**config.mk**
```make
export PLATFORM = sky130hd
export DESIGN_NAME = sensor_tx_arbiter
export DESIGN_NICKNAME = d
export VERILOG_FILES = /design/src/rtl/sensor_tx_arbiter_pkg.sv /design/src/rtl/sensor_tx_arbiter_rr_pick.sv /design/src/rtl/sensor_tx_arbiter.sv
export SDC_FILE = /design/constraint.sdc
export NUM_CORES = 1
export LEC_CHECK = 0
export ABC_CLOCK_PERIOD_IN_PS = 6900
export CORE_AREA = 2 2 97 99
export CTS_CLUSTER_DIAMETER = 200
export DETAILED_ROUTE_END_ITERATION = 10
export DIE_AREA = 0 0 99 101
export MAX_ROUTING_LAYER = met4
export PLACE_DENSITY = 0.93
export SLEW_MARGIN = 20
export SYNTH_ARGS = -nofsm -noshare
export SYNTH_HDL_FRONTEND = slang
export SYNTH_SLANG_ARGS = --single-unit
```
**constraint.sdc**
```tcl
create_clock -name clk -period 6.9 [get_ports clk]
set_input_delay 1.38 -clock clk [delete_from_list [all_inputs] [get_ports clk]]
set_output_delay 1.38 -clock clk [all_outputs]
set_load 0.01 [all_outputs]
```
**src/rtl/sensor_tx_arbiter_pkg.sv**
```systemverilog
// Shared types and constants for the DHT11 sensor UART transmit arbiter.
// Holds the FSM state enum and the 50 MHz / 9600 baud derived defaults.
package sensor_pkg;

  localparam int N_CH_DEF       = 8;
  localparam int DW_DEF         = 16;
  localparam int CLK_HZ         = 50_000_000;
  localparam int BAUD           = 9600;
  localparam int TX_EN_HOLD_DEF = CLK_HZ / BAUD;
  localparam int TX_TIMEOUT_DEF = 2_000_000;

  typedef enum logic [2:0] {
    IDLE,
    ARB,
    LOAD,
    SEND,
    WAIT_DONE,
    ACK
  } state_t;

endpackage

```
**src/rtl/sensor_tx_arbiter_rr_pick.sv**
```systemverilog
// Combinational round-robin selector.
// Returns the first set req at or after ptr, wrapping modulo N_CH.
module rr_pick
  import sensor_pkg::*;
#(
  parameter int N_CH = N_CH_DEF,
  parameter int IW   = $clog2(N_CH)
) (
  input  logic [N_CH-1:0] req,
  input  logic [IW-1:0]   ptr,
  output logic [IW-1:0]   idx,
  output logic            valid
);

  logic [IW:0] sum;

  // Walk offsets high to low so the smallest offset wins last.
  always_comb begin
    idx   = '0;
    valid = 1'b0;
    sum   = '0;
    for (int k = N_CH - 1; k >= 0; k--) begin
      sum = {1'b0, ptr} + (IW+1)'(k);
      if (sum >= (IW+1)'(N_CH)) begin
        sum = sum - (IW+1)'(N_CH);
      end
      if (req[sum[IW-1:0]]) begin
        idx   = sum[IW-1:0];
        valid = 1'b1;
      end
    end
  end

endmodule

```
**src/rtl/sensor_tx_arbiter.sv**
```systemverilog
// Round-robin arbiter sharing one UART transmit path between sensor channels.
// Optional WAIT_DONE watchdog with timeout_err: define SENSOR_TX_TIMEOUT_EN.
module sensor_tx_arbiter
  import sensor_pkg::*;
#(
  parameter int N_CH       = N_CH_DEF,
  parameter int DW         = DW_DEF,
`ifdef SENSOR_TX_TIMEOUT_EN
  parameter int TX_TIMEOUT = TX_TIMEOUT_DEF,
`endif
  parameter int TX_EN_HOLD = TX_EN_HOLD_DEF
) (
  input  logic                    clk,
  input  logic                    rst_n,
  input  logic [N_CH-1:0]         req,
  input  logic [N_CH*DW-1:0]      data_bus,
  input  logic                    tx_done,
  output logic [DW-1:0]           tx_data,
  output logic                    tx_en,
  output logic [N_CH-1:0]         ack,
  output logic [$clog2(N_CH)-1:0] grant_idx,
`ifdef SENSOR_TX_TIMEOUT_EN
  output logic                    timeout_err,
`endif
  output logic                    busy
);

  localparam int IW = $clog2(N_CH);
  localparam int HW = $clog2(TX_EN_HOLD + 1);

  state_t          state, state_n;
  logic [IW-1:0]   ptr, ptr_n;
  logic [IW-1:0]   grant_n;
  logic [IW-1:0]   pick_idx;
  logic            pick_valid;
  logic [DW-1:0]   data_n;
  logic            en_n;
  logic [HW-1:0]   cnt, cnt_n;
  logic [N_CH-1:0] ack_n;
  logic            pend, pend_n;
  logic            s1, s2, s3;
  logic            done_rise;

`ifdef SENSOR_TX_TIMEOUT_EN
  localparam int TW = $clog2(TX_TIMEOUT + 1);
  logic [TW-1:0] tcnt, tcnt_n;
  logic          terr_n;
`endif

  rr_pick #(
    .N_CH (N_CH),
    .IW   (IW)
  ) u_pick (
    .req   (req),
    .ptr   (ptr),
    .idx   (pick_idx),
    .valid (pick_valid)
  );

  // s3 is the previous synchronized level, giving a clean edge detect.
  assign done_rise = s2 & ~s3;
  assign busy      = (state != IDLE);

  always_comb begin
    state_n = state;
    ptr_n   = ptr;
    grant_n = grant_idx;
    data_n  = tx_data;
    en_n    = tx_en;
    cnt_n   = cnt;
    ack_n   = '0;
    pend_n  = pend;
`ifdef SENSOR_TX_TIMEOUT_EN
    tcnt_n  = '0;
    terr_n  = 1'b0;
`endif
    unique case (state)
      IDLE: begin
        pend_n = 1'b0;
        if (|req) state_n = ARB;
      end
      ARB: begin
        if (pick_valid) begin
          grant_n = pick_idx;
          state_n = LOAD;
        end else begin
          state_n = IDLE;
        end
      end
      LOAD: begin
        data_n  = data_bus[grant_idx*DW +: DW];
        en_n    = 1'b1;
        cnt_n   = HW'(TX_EN_HOLD - 1);
        state_n = SEND;
      end
      SEND: begin
        // An early completion is remembered for WAIT_DONE.
        if (done_rise) pend_n = 1'b1;
        if (cnt == '0) begin
          en_n    = 1'b0;
          state_n = WAIT_DONE;
        end else begin
          cnt_n = cnt - 1'b1;
        end
      end
      WAIT_DONE: begin
`ifdef SENSOR_TX_TIMEOUT_EN
        tcnt_n = tcnt + 1'b1;
`endif
        if (done_rise || pend) begin
          ack_n[grant_idx] = 1'b1;
          pend_n           = 1'b0;
          state_n          = ACK;
        end
`ifdef SENSOR_TX_TIMEOUT_EN
        else if (tcnt == TW'(TX_TIMEOUT - 1)) begin
          ack_n[grant_idx] = 1'b1;
          terr_n           = 1'b1;
          state_n          = ACK;
        end
`endif
      end
      ACK: begin
        ptr_n   = (grant_idx == IW'(N_CH - 1)) ? '0 : grant_idx + 1'b1;
        state_n = IDLE;
      end
      default: state_n = IDLE;
    endcase
  end

  always_ff @(posedge clk or negedge rst_n) begin
    if (!rst_n) begin
      state     <= IDLE;
      ptr       <= '0;
      grant_idx <= '0;
      tx_data   <= '0;
      tx_en     <= 1'b0;
      cnt       <= '0;
      ack       <= '0;
      pend      <= 1'b0;
      s1        <= 1'b0;
      s2        <= 1'b0;
      s3        <= 1'b0;
    end else begin
      state     <= state_n;
      ptr       <= ptr_n;
      grant_idx <= grant_n;
      tx_data   <= data_n;
      tx_en     <= en_n;
      cnt       <= cnt_n;
      ack       <= ack_n;
      pend      <= pend_n;
      s1        <= tx_done;
      s2        <= s1;
      s3        <= s2;
    end
  end

`ifdef SENSOR_TX_TIMEOUT_EN
  always_ff @(posedge clk or negedge rst_n) begin
    if (!rst_n) begin
      tcnt        <= '0;
      timeout_err <= 1'b0;
    end else begin
      tcnt        <= tcnt_n;
      timeout_err <= terr_n;
    end
  end
`endif

endmodule

```
* Word level (Yosys, flattened, before mapping)
Index checks and enable logic that the tools add are counted.
** Word-level totals
- Register bits :: 51
- Input port bits :: 139
- Output and inout bits :: 29
- Logic and storage cells :: 130
** Cells by class
- Add/subtract/negate cells :: 17
- Order comparisons :: 18
- Equality and inequality tests :: 11
- Shift operators :: 1
- Multiplexer cells :: 57
- Bitwise gates (word level) :: 2
- Reduce and logical (&&, ||, !) cells :: 13
** Operators by type and width (count)
- $shiftx A128 B8 Y16 :: 1
- $mux W3 :: 20
- $lt A3 B4 Y1 const B :: 9
- $ge A4 B4 Y1 const B :: 7
- $pmux W13 S2 :: 1
- $bmux W1 S3 :: 8
- $sub A3 B1 Y3 const B :: 8
- $mux W1 :: 20
- $add A3 B3 Y4 const B :: 4
- $mux W8 :: 2
- $pmux W3 S5 :: 1
- $logic_not A13 Y1 :: 1
- $mux W13 :: 1
- $sub A13 B1 Y13 const B :: 1
- $ne A2 B2 Y1 const B :: 5
- $eq A3 B3 Y1 const B :: 3
- $add A3 B2 Y4 const B :: 2
- $reduce_or A8 Y1 :: 1
- $eq A3 B2 Y1 const B :: 2
- $reduce_and A2 Y1 :: 3
- $reduce_and A3 Y1 :: 2
- $reduce_bool A3 Y1 :: 2
- $add A3 B1 Y4 const B :: 1
- $ge A3 B4 Y1 const B :: 1
- other kinds (13) :: 13

* Depth between registers and ports, before layout
Gate-level depths: netlist of run 1.
- Depth after elaboration :: 15
- Gate-level depth with buffers :: 13
- Gate-level depth less buffers :: 8

* By module
Synthesis of run 1 repeated with hierarchy kept, for this count alone.
** Unflattened totals
- Cells, all modules :: 369
- Area total of the unflattened synthesis :: 3818.7 sq um
** By module, submodules not included
- sensor_tx_arbiter :: instances 1, cells each 279, area an instance 3036.7 sq um, sequential area each 1276.2 sq um
- rr_pick :: instances 1, cells each 90, area an instance 782.0 sq um, sequential area each 0.0 sq um

* Least setup slack after synthesis of run 1
Ideal clock, no wire load.
- Kind :: register to register
- From :: register ptr[1]
- To :: register grant_idx[0]
- Library setup time :: 0.124 ns
- Arrival time :: 3.769 ns
- Data required time :: 6.776 ns
- Setup slack :: 3.007 ns
- Cell stages (with the launch flop) :: 13
- Path buffers :: 4
- Clock period less this slack :: 3.893 ns
- Cell sequence :: dfrtp_1 > clkbuf_1 > buf_1 > clkbuf_1 > inv_1 > ha_1 > clkbuf_1 > mux4_2 > or4_4 > a2111o_1 > and2_4 > o211a_1 > a211o_1
** On the way
- Word-level cells in the longest chain between the ends :: 14
- Elaborated cells between the ends (all ways) :: 64
- Those cells by class :: add/sub (15); order compare (8); mux (40); reduce/logical (1)
** Ends and longest elaborated chain
- start, declared :: RTL line sensor_tx_arbiter.sv:32 : logic [IW-1:0] ptr, ptr_n;
- start signal, assigned :: RTL line sensor_tx_arbiter.sv:146 : ptr <= ptr_n;
- $add A3 B3 Y4 :: RTL line sensor_tx_arbiter_rr_pick.sv:23 : sum = {1'b0, ptr} + (IW+1)'(k);
- $ge A4 B4 Y1 / $sub A3 B1 Y3 (equally long branches) :: RTL line sensor_tx_arbiter_rr_pick.sv:24, sensor_tx_arbiter_rr_pick.sv:25
- $mux W3 :: RTL line sensor_tx_arbiter_rr_pick.sv:24 : if (sum >= (IW+1)'(N_CH)) begin
- $bmux W1 S3 :: RTL line sensor_tx_arbiter_rr_pick.sv:27 : if (req[sum[IW-1:0]]) begin
- $mux W1 (not written as such) :: RTL line sensor_tx_arbiter_rr_pick.sv:27
- $mux W1 (8 in series) :: RTL line sensor_tx_arbiter_rr_pick.sv:27
- $reduce_and A2 Y1 (no line)
- end signal, assigned :: RTL line sensor_tx_arbiter.sv:147 : grant_idx <= grant_n;
- end, declared :: RTL line sensor_tx_arbiter.sv:21 : output logic [$clog2(N_CH)-1:0] grant_idx,
Parallel ways exist; a longest one is shown, timed or not. The select of a mux whose other input is x is not followed.
A chain may end at the register's enable or synchronous reset.

* Final worst setup path of run 1
- From :: register ptr[0]
- To :: register grant_idx[0]
The elaborated chain is that of the path after synthesis.

==> metrics.md, run 1 <==
| Metric | Value |
|---|---|
| Max Cap Viol | 0 |
| Clk_skew | 14.8 ps |
| P_leak | 2.28 nW |
| Power per cell area | 109 nW/µm² |
| Vias | 4239 |
| First-pass GRT wire length | 20.4 mm |
| Final hold viol count | 0 |
| CTS Root Buffer Type | clkbuf_8 |
| Sw frac | 0.257 |
| Commonest non-fill, non-tap cell in the layout | clkdlybuf4s50_1 |
| EDFF count, synth | 0 |
| Drt pass-1 iters | 5 |
| Req. time, crit path | 7110 ps |
| DIE HEIGHT | 101 µm |
| Die area | 10000 µm² |
| Nets | 740 |
| Yosys warnings | 0 |
| FMAX | 239 MHz |
| Row Count | 35 |
| Status | complete, no violations |
| Core Region | 8980 µm² |
| # IOs | 168 |
| DR vias/cell | 5.99 |
| Clock Tree Buf Depth | 2 |
| Fraction of registers with async set/reset | 1.00 |
| Internal power | 0.479 mW |
| Yosys top cell area share | 0.306 |
| Yosys cell types | 58 |
| # port buffers | 167 |
| Clock slew at reported path FFs | 100 ps |
| DRT antenna net count | 0 |
| Final Wtd Congestion | 0.824 |
| XOR/XNOR Fraction of Synth Area | 0.0168 |
| Crit path kind | reg2reg |
| Avg Cell Area, Syn | 9.11 µm² |
| Vias in the first global route | 4056 |
| Adder-Cell Fraction of Synth Area | 0.0150 |
| Worst Path Max Fanout | 20 |
| Synth Area in Compound Gates | 0.191 |
| Final WL | 13.4 mm |
| Initial antenna violation count | 0 |
| Starting Density | 0.465 |
| Num CTS Buffers | 5 |
| Largest net degree at the start of global routing | 58 |
| Clock network fraction of total power | 0.290 |
| Most frequent cells in the layout | clkdlybuf4s50_1 (166), dfrtp_1 (48), nor2_1 (43), nand2_1 (43), mux2i_1 (35) |
| Layout cells sized above 1 | 0.0988 |
| Primary FF master, synth | dfrtp_1 |
| Peak VDD IR | 0.0000976 V |
| Multiplexer area fraction after synthesis | 0.242 |
| Crit path DAT | 4400 ps |
| Clock Latency Late Sink | 330 ps |
| Ranking of synthesized cells by area | dfrtp_1 (31%), mux2i_1 (8.4%), mux4_2 (7.6%), mux2_2 (5.1%), nand2_1 (3.9%) |
| Tightest Pin Transition | 991 ps |
| RSZ-0062 raised after global routing | false |
| Synthesis-to-layout area growth | 42.4% |
| Main combinational cell family by area after synthesis | multiplexers |
| Sw Pwr | 0.165 mW |
| CP Capture Type | register |
| H-tree Lvls | 2 |
| Post-Syn Area | 4170 µm² |
| Setup TNS | 0 ps |
| Sequential fraction of the synthesis area | 0.306 |
| Worst rel slew slack | 0.337 |
| Wirelength per Cell | 19.0 µm |
| Tmin final | 4190 ps |
| Cell taking the most area after synthesis | dfrtp_1 |
| FF+latch count, synth | 51 |
| Remaining DRCs | 0 |
| Synth Area in Simple Gates | 0.179 |
| Critical Path Source Type | register |
| # Post-CTS Setup Buffers | 0 |
| Seq pwr share | 0.476 |
| Synthesized net count | 602 |
| Die X | 99 µm |
| Post-cts resize count | 0 |
| # diodes | 0 |
| Grt ovf | 0 |
| GRT Util Overall | 0.267 |
| Class of the worst hold path | reg2reg |
| TritonCTS sink count | 51 |
| CTS tree | done |
| Max-slew violation count | 0 |
| Gate Count Post-Synth | 458 |
| WHS | 368 ps |
| Crit share post-route | 0.607 |
| Detailed Route Iter0 Violations | 289 |
| Setup Viol. Count Final | 0 |
| DP Wirelength | 10.3 mm |
| Comb power frac | 0.233 |
| Hold-fix buffers, CTS | 0 |
## logic make-up after synthesis
logic type,count (synthesis)
xor gates and xnor gates,8
muxes,73
and+or+nand+nor,152
adders and majority gates,5
AOI/OAI and AO/OA,119
DFF,51
buffers and inverters,50
## per-stage QoR
stage               worst slack, ps  cells  power [mW]   util  instance area [µm²]
floorplan                      3010    458       0.356      -                 4170
global placement               2700    700       0.459  0.651                 5840
detailed placement             2610    700       0.462  0.651                 5840
CTS                            2760    708       0.646  0.661                 5940
global route                   2550    708       0.669  0.662                 5940
finish                         2710    708       0.645  0.662                 5940
## sequential cells by signal, indices dropped and copies added, names as in the netlist
register,flops
cnt,13
tx_en,1
ptr,3
ack,8
tx_data,16
state,3
s3,1
s1,1
pend,1
s2,1
grant_idx,3
## power by group through the flow
stage | Clock [mW] | Sequential [mW] | Combinational [mW]
5_1_grt | 0.200 | 0.308 | 0.161
6_report | 0.187 | 0.307 | 0.150
2_1_floorplan | 0 | 0.315 | 0.0404
3_5_place_dp | 0 | 0.313 | 0.149
4_1_cts | 0.189 | 0.307 | 0.150
3_3_place_gp | 0 | 0.313 | 0.146
## cells in the mapped netlist, types with 4 or more instances
cell type   n
dfrtp_1    51
nand2_1    43
nor2_1     43
mux2i_1    35
clkbuf_1   31
o21ai_0    28
a21oi_1    21
mux2_2     19
a22oi_1    16
mux4_2     14
nand3_1    13
a31oi_1    11
inv_1      10
nor2b_1     8
a211oi_1    7
a221oi_1    7
nand2b_1    7
xnor2_1     6
buf_1       5
ha_1        5
mux4_1      5
o211ai_1    5
or4_1       5
and2_1      4
nor3_1      4
nor3b_1     4
or3_1       4
## critical path, stage by stage (launching register included)
cell and delay (ps):
dfrtp_1 870, inv_1 330, ha_1 800, mux4_2 470
or4_4 570, a2111o_1 450, and2_4 200, o211a_1 120
a211o_1 260
## routing by layer
metal	wire length [µm]	share of wire	vias to the layer above	global-route usage
li1	-	-	1997	-
met1	5570	0.41	2037	0.351
met2	6680	0.50	182	0.417
met3	910	0.068	23	0.0520
met4	276	0.021	0	0.0864
met5	0	0	-	-
## path summary, 6_finish.rpt
check                                            to          startpoint  depth (start not counted)  slack [ps]
setup / recovery           grant_idx[0]$_DFFE_PN0P_  ptr[0]$_DFFE_PN0N_                          8        2710
hold reg to reg                        s2$_DFF_PN0_        s1$_DFF_PN0_                          0         370
min in group asynchronous    tx_data[3]$_DFFE_PN0P_               rst_n                          2        1140
setup reg to reg           grant_idx[0]$_DFFE_PN0P_  ptr[0]$_DFFE_PN0N_                          8        2710
hold / removal                         s2$_DFF_PN0_        s1$_DFF_PN0_                          0         370
max in group asynchronous  grant_idx[0]$_DFFE_PN0P_               rst_n                          2        5290
## layout make-up
class,count,area (µm²)
Clock buffer,5,68.8
Clock inverter,3,26.3
Fill cell,718,3040
Inverter,10,37.5
Multi-Input combinational cell,357,2690
Sequential cell,51,1280
Tap cell,111,139
Timing Repair Buffer,171,1700
(Power assumes the default switching activity.)
==> run 2, diff against run 1 <==
- ABC_CLOCK_PERIOD_IN_PS: 6900 -> 4150
- CORE_AREA: 2 2 97 99 -> 2 2 101 103
- DIE_AREA: 0 0 99 101 -> 0 0 103 105
- PLACE_DENSITY: 0.93 -> 0.87
- clock period: 6.9 -> 4.15 ns (I/O delays scaled with it)
==> metrics.md, run 2 (synthesis gave the netlist of run 1 again) <==
| Metric | Value |
|---|---|
| Die area | 10800 µm² (+8.2%) |
| Detailed Route Iter0 Violations | 279 (-3.5%) |
| Row Count | 36 (+2.9%) |
| DRT antenna net count | 0 (unchanged) |
| Num CTS Buffers | 5 (unchanged) |
| DP Area | 5890 µm² (+0.84%) |
| RSZ-0062 raised after global routing | false |
| Status | complete, no violations |
| Initial antenna violation count | 0 (unchanged) |
| # port buffers | 167 (unchanged) |
| Hold-fix buffers, CTS | 0 (unchanged) |
| # Post-CTS Setup Buffers | 0 (unchanged) |
| Vias in the first global route | 4162 (+2.6%) |
| Worst rel slew slack | 0.328 (-0.00884) |
| Max-slew violation count | 0 (unchanged) |
| Top reg by flops | tx_data |
| Clock Latency Late Sink | 310 ps (-20 ps) |
| Final WS setup | 750 ps (-1960 ps) |
| Commonest non-fill, non-tap cell in the layout | clkdlybuf4s50_1 |
| Class of the worst hold path | reg2reg |
| Setup Viol. Count Final | 0 (unchanged) |
| DR vias/cell | 5.86 (-2.2%) |
| WHS | 362 ps (-6.92 ps) |
| Core Region | 9640 µm² (+7.4%) |
| Tmin final | 3400 ps |
| Wirelength per Cell | 18.1 µm (-4.5%) |
| Crit path DAT | 3590 ps (-810 ps) |
| Worst Path Max Fanout | 11 (-45%) |
| Setup TNS | 0 ps (unchanged) |
| CTS tree | done |
| Crit path kind | in2reg |
| Grt ovf | 0 (unchanged) |
| GRT Util Overall | 0.257 (-0.00935) |
| DP Wirelength | 10.3 mm (about the same) |
| Nets | 743 (+0.41%) |
| Starting Density | 0.433 (-0.0319) |
| Final Wtd Congestion | 0.958 (+16%) |
| DIE HEIGHT | 105 µm (+4.0%) |
| Vias | 4294 (+1.3%) |
| Layout cells sized above 1 | 0.102 (+0.00284) |
| Clock slew at reported path FFs | 90 ps (about the same) |
| Final instance area | 5990 µm² (+0.86%) |
| Remaining DRCs | 0 (unchanged) |
| First-pass GRT wire length | 21.4 mm (+4.9%) |
| FMAX | 294 MHz |
| Tightest Pin Transition | 1000 ps (+13.2 ps) |
| P_leak | 2.29 nW (+0.84%) |
| DP Worst Slack | 442 ps (-2170 ps) |
| Peak VDD IR | 0.000129 V (+32%) |
| Setup slack, reg-to-reg | 760 ps (-1950 ps) |
| # diodes | 0 (unchanged) |
| Crit share post-route | 0.819 |
| Drt pass-1 iters | 5 (unchanged) |
| Max reg flops | 16 (unchanged) |
| Clock Tree Buf Depth | 2 (unchanged) |
| Power per cell area | 177 nW/µm² (+63%) |
| Max Cap Viol | 0 (unchanged) |
| Synthesis-to-layout area growth | 43.6% |
| Most frequent cells in the layout | clkdlybuf4s50_1 (166), dfrtp_1 (49), nor2_1 (43), nand2_1 (43), mux2i_1 (35) |
| TritonCTS sink count | 51 (unchanged) |
| Top Registers | tx_data: 16 flops, cnt: 13 flops, ack: 8 flops |
| Post-cts resize count | 0 (unchanged) |
| # IOs | 168 (unchanged) |
| Die X | 103 µm (+4.0%) |
| Largest net degree at the start of global routing | 50 (-14%) |
| Req. time, crit path | 4340 ps (-2770 ps) |
| Final WL | 13.3 mm (-1.2%) |
| Critical Path Source Type | primary input |
| CTS Root Buffer Type | clkbuf_8 |
| CP Capture Type | register |
| Clk_skew | 12.1 ps (-2.66 ps) |
| Final hold viol count | 0 (unchanged) |
| H-tree Lvls | 2 (unchanged) |
==> run 2: cell count changes in the layout (fill, tap and decap cells not counted), sizes merged <==
cell    before  now
buf          5    8
clkinv       1    2
inv         12   11
==> run 2: per-stage QoR <==
| stage | instances | power [mW] | util |
|---|---|---|---|
| 3_5_place_dp | 725 | 0.768 | 0.611 |
| 6_report | 733 | 1.06 | 0.621 |
| 5_1_grt | 733 | 1.11 | 0.621 |
| 3_3_place_gp | 725 | 0.763 | 0.611 |
| 2_1_floorplan | 458 | 0.591 | - |
| 4_1_cts | 733 | 1.07 | 0.621 |
==> run 2: critical path, cell delays in order <==
cell             delay (ps)
clkdlybuf4s50_1         570
mux4_2                  590
or4_4                   570
a2111o_1                450
and2_4                  190
o211a_1                 120
a211o_1                 270
==> run 2: final timing paths <==
path	cells past startpoint	endpoint	start
setup / recovery	7	grant_idx[0]$_DFFE_PN0P_	req[7]
hold / removal	0	s2$_DFF_PN0_	s1$_DFF_PN0_
setup reg to reg	8	grant_idx[0]$_DFFE_PN0P_	ptr[0]$_DFFE_PN0N_
hold reg to reg	0	s2$_DFF_PN0_	s1$_DFF_PN0_
max in group asynchronous	2	cnt[11]$_DFFE_PN0P_	rst_n
min in group asynchronous	1	tx_data[1]$_DFFE_PN0P_	rst_n
==> run 2: layer usage <==
| layer | up-vias | wire [µm] | global-route usage |
|---|---|---|---|
| met5 | - | 0 | - |
| met4 | 0 | 299 | 0.0667 |
| met3 | 25 | 881 | 0.0361 |
| met2 | 215 | 6470 | 0.392 |
| met1 | 2053 | 5630 | 0.360 |
| li1 | 2001 | - | - |
==> run 2: power breakdown <==
part	switching (mW)	internal, mW	total, mW
Clock	0.179	0.125	0.304
Sequential	0.00504	0.506	0.511
Combinational	0.0822	0.167	0.249
Total	0.266	0.798	1.06
==> run 2: final cells by class <==
class	instances	area, µm²
Clock inverter	3	28.8
Inverter	10	37.5
Clock buffer	5	68.8
Sequential cell	51	1280
Timing Repair Buffer	174	1720
Tap cell	133	166
Multi-Input combinational cell	357	2690
Fill cell	820	3650
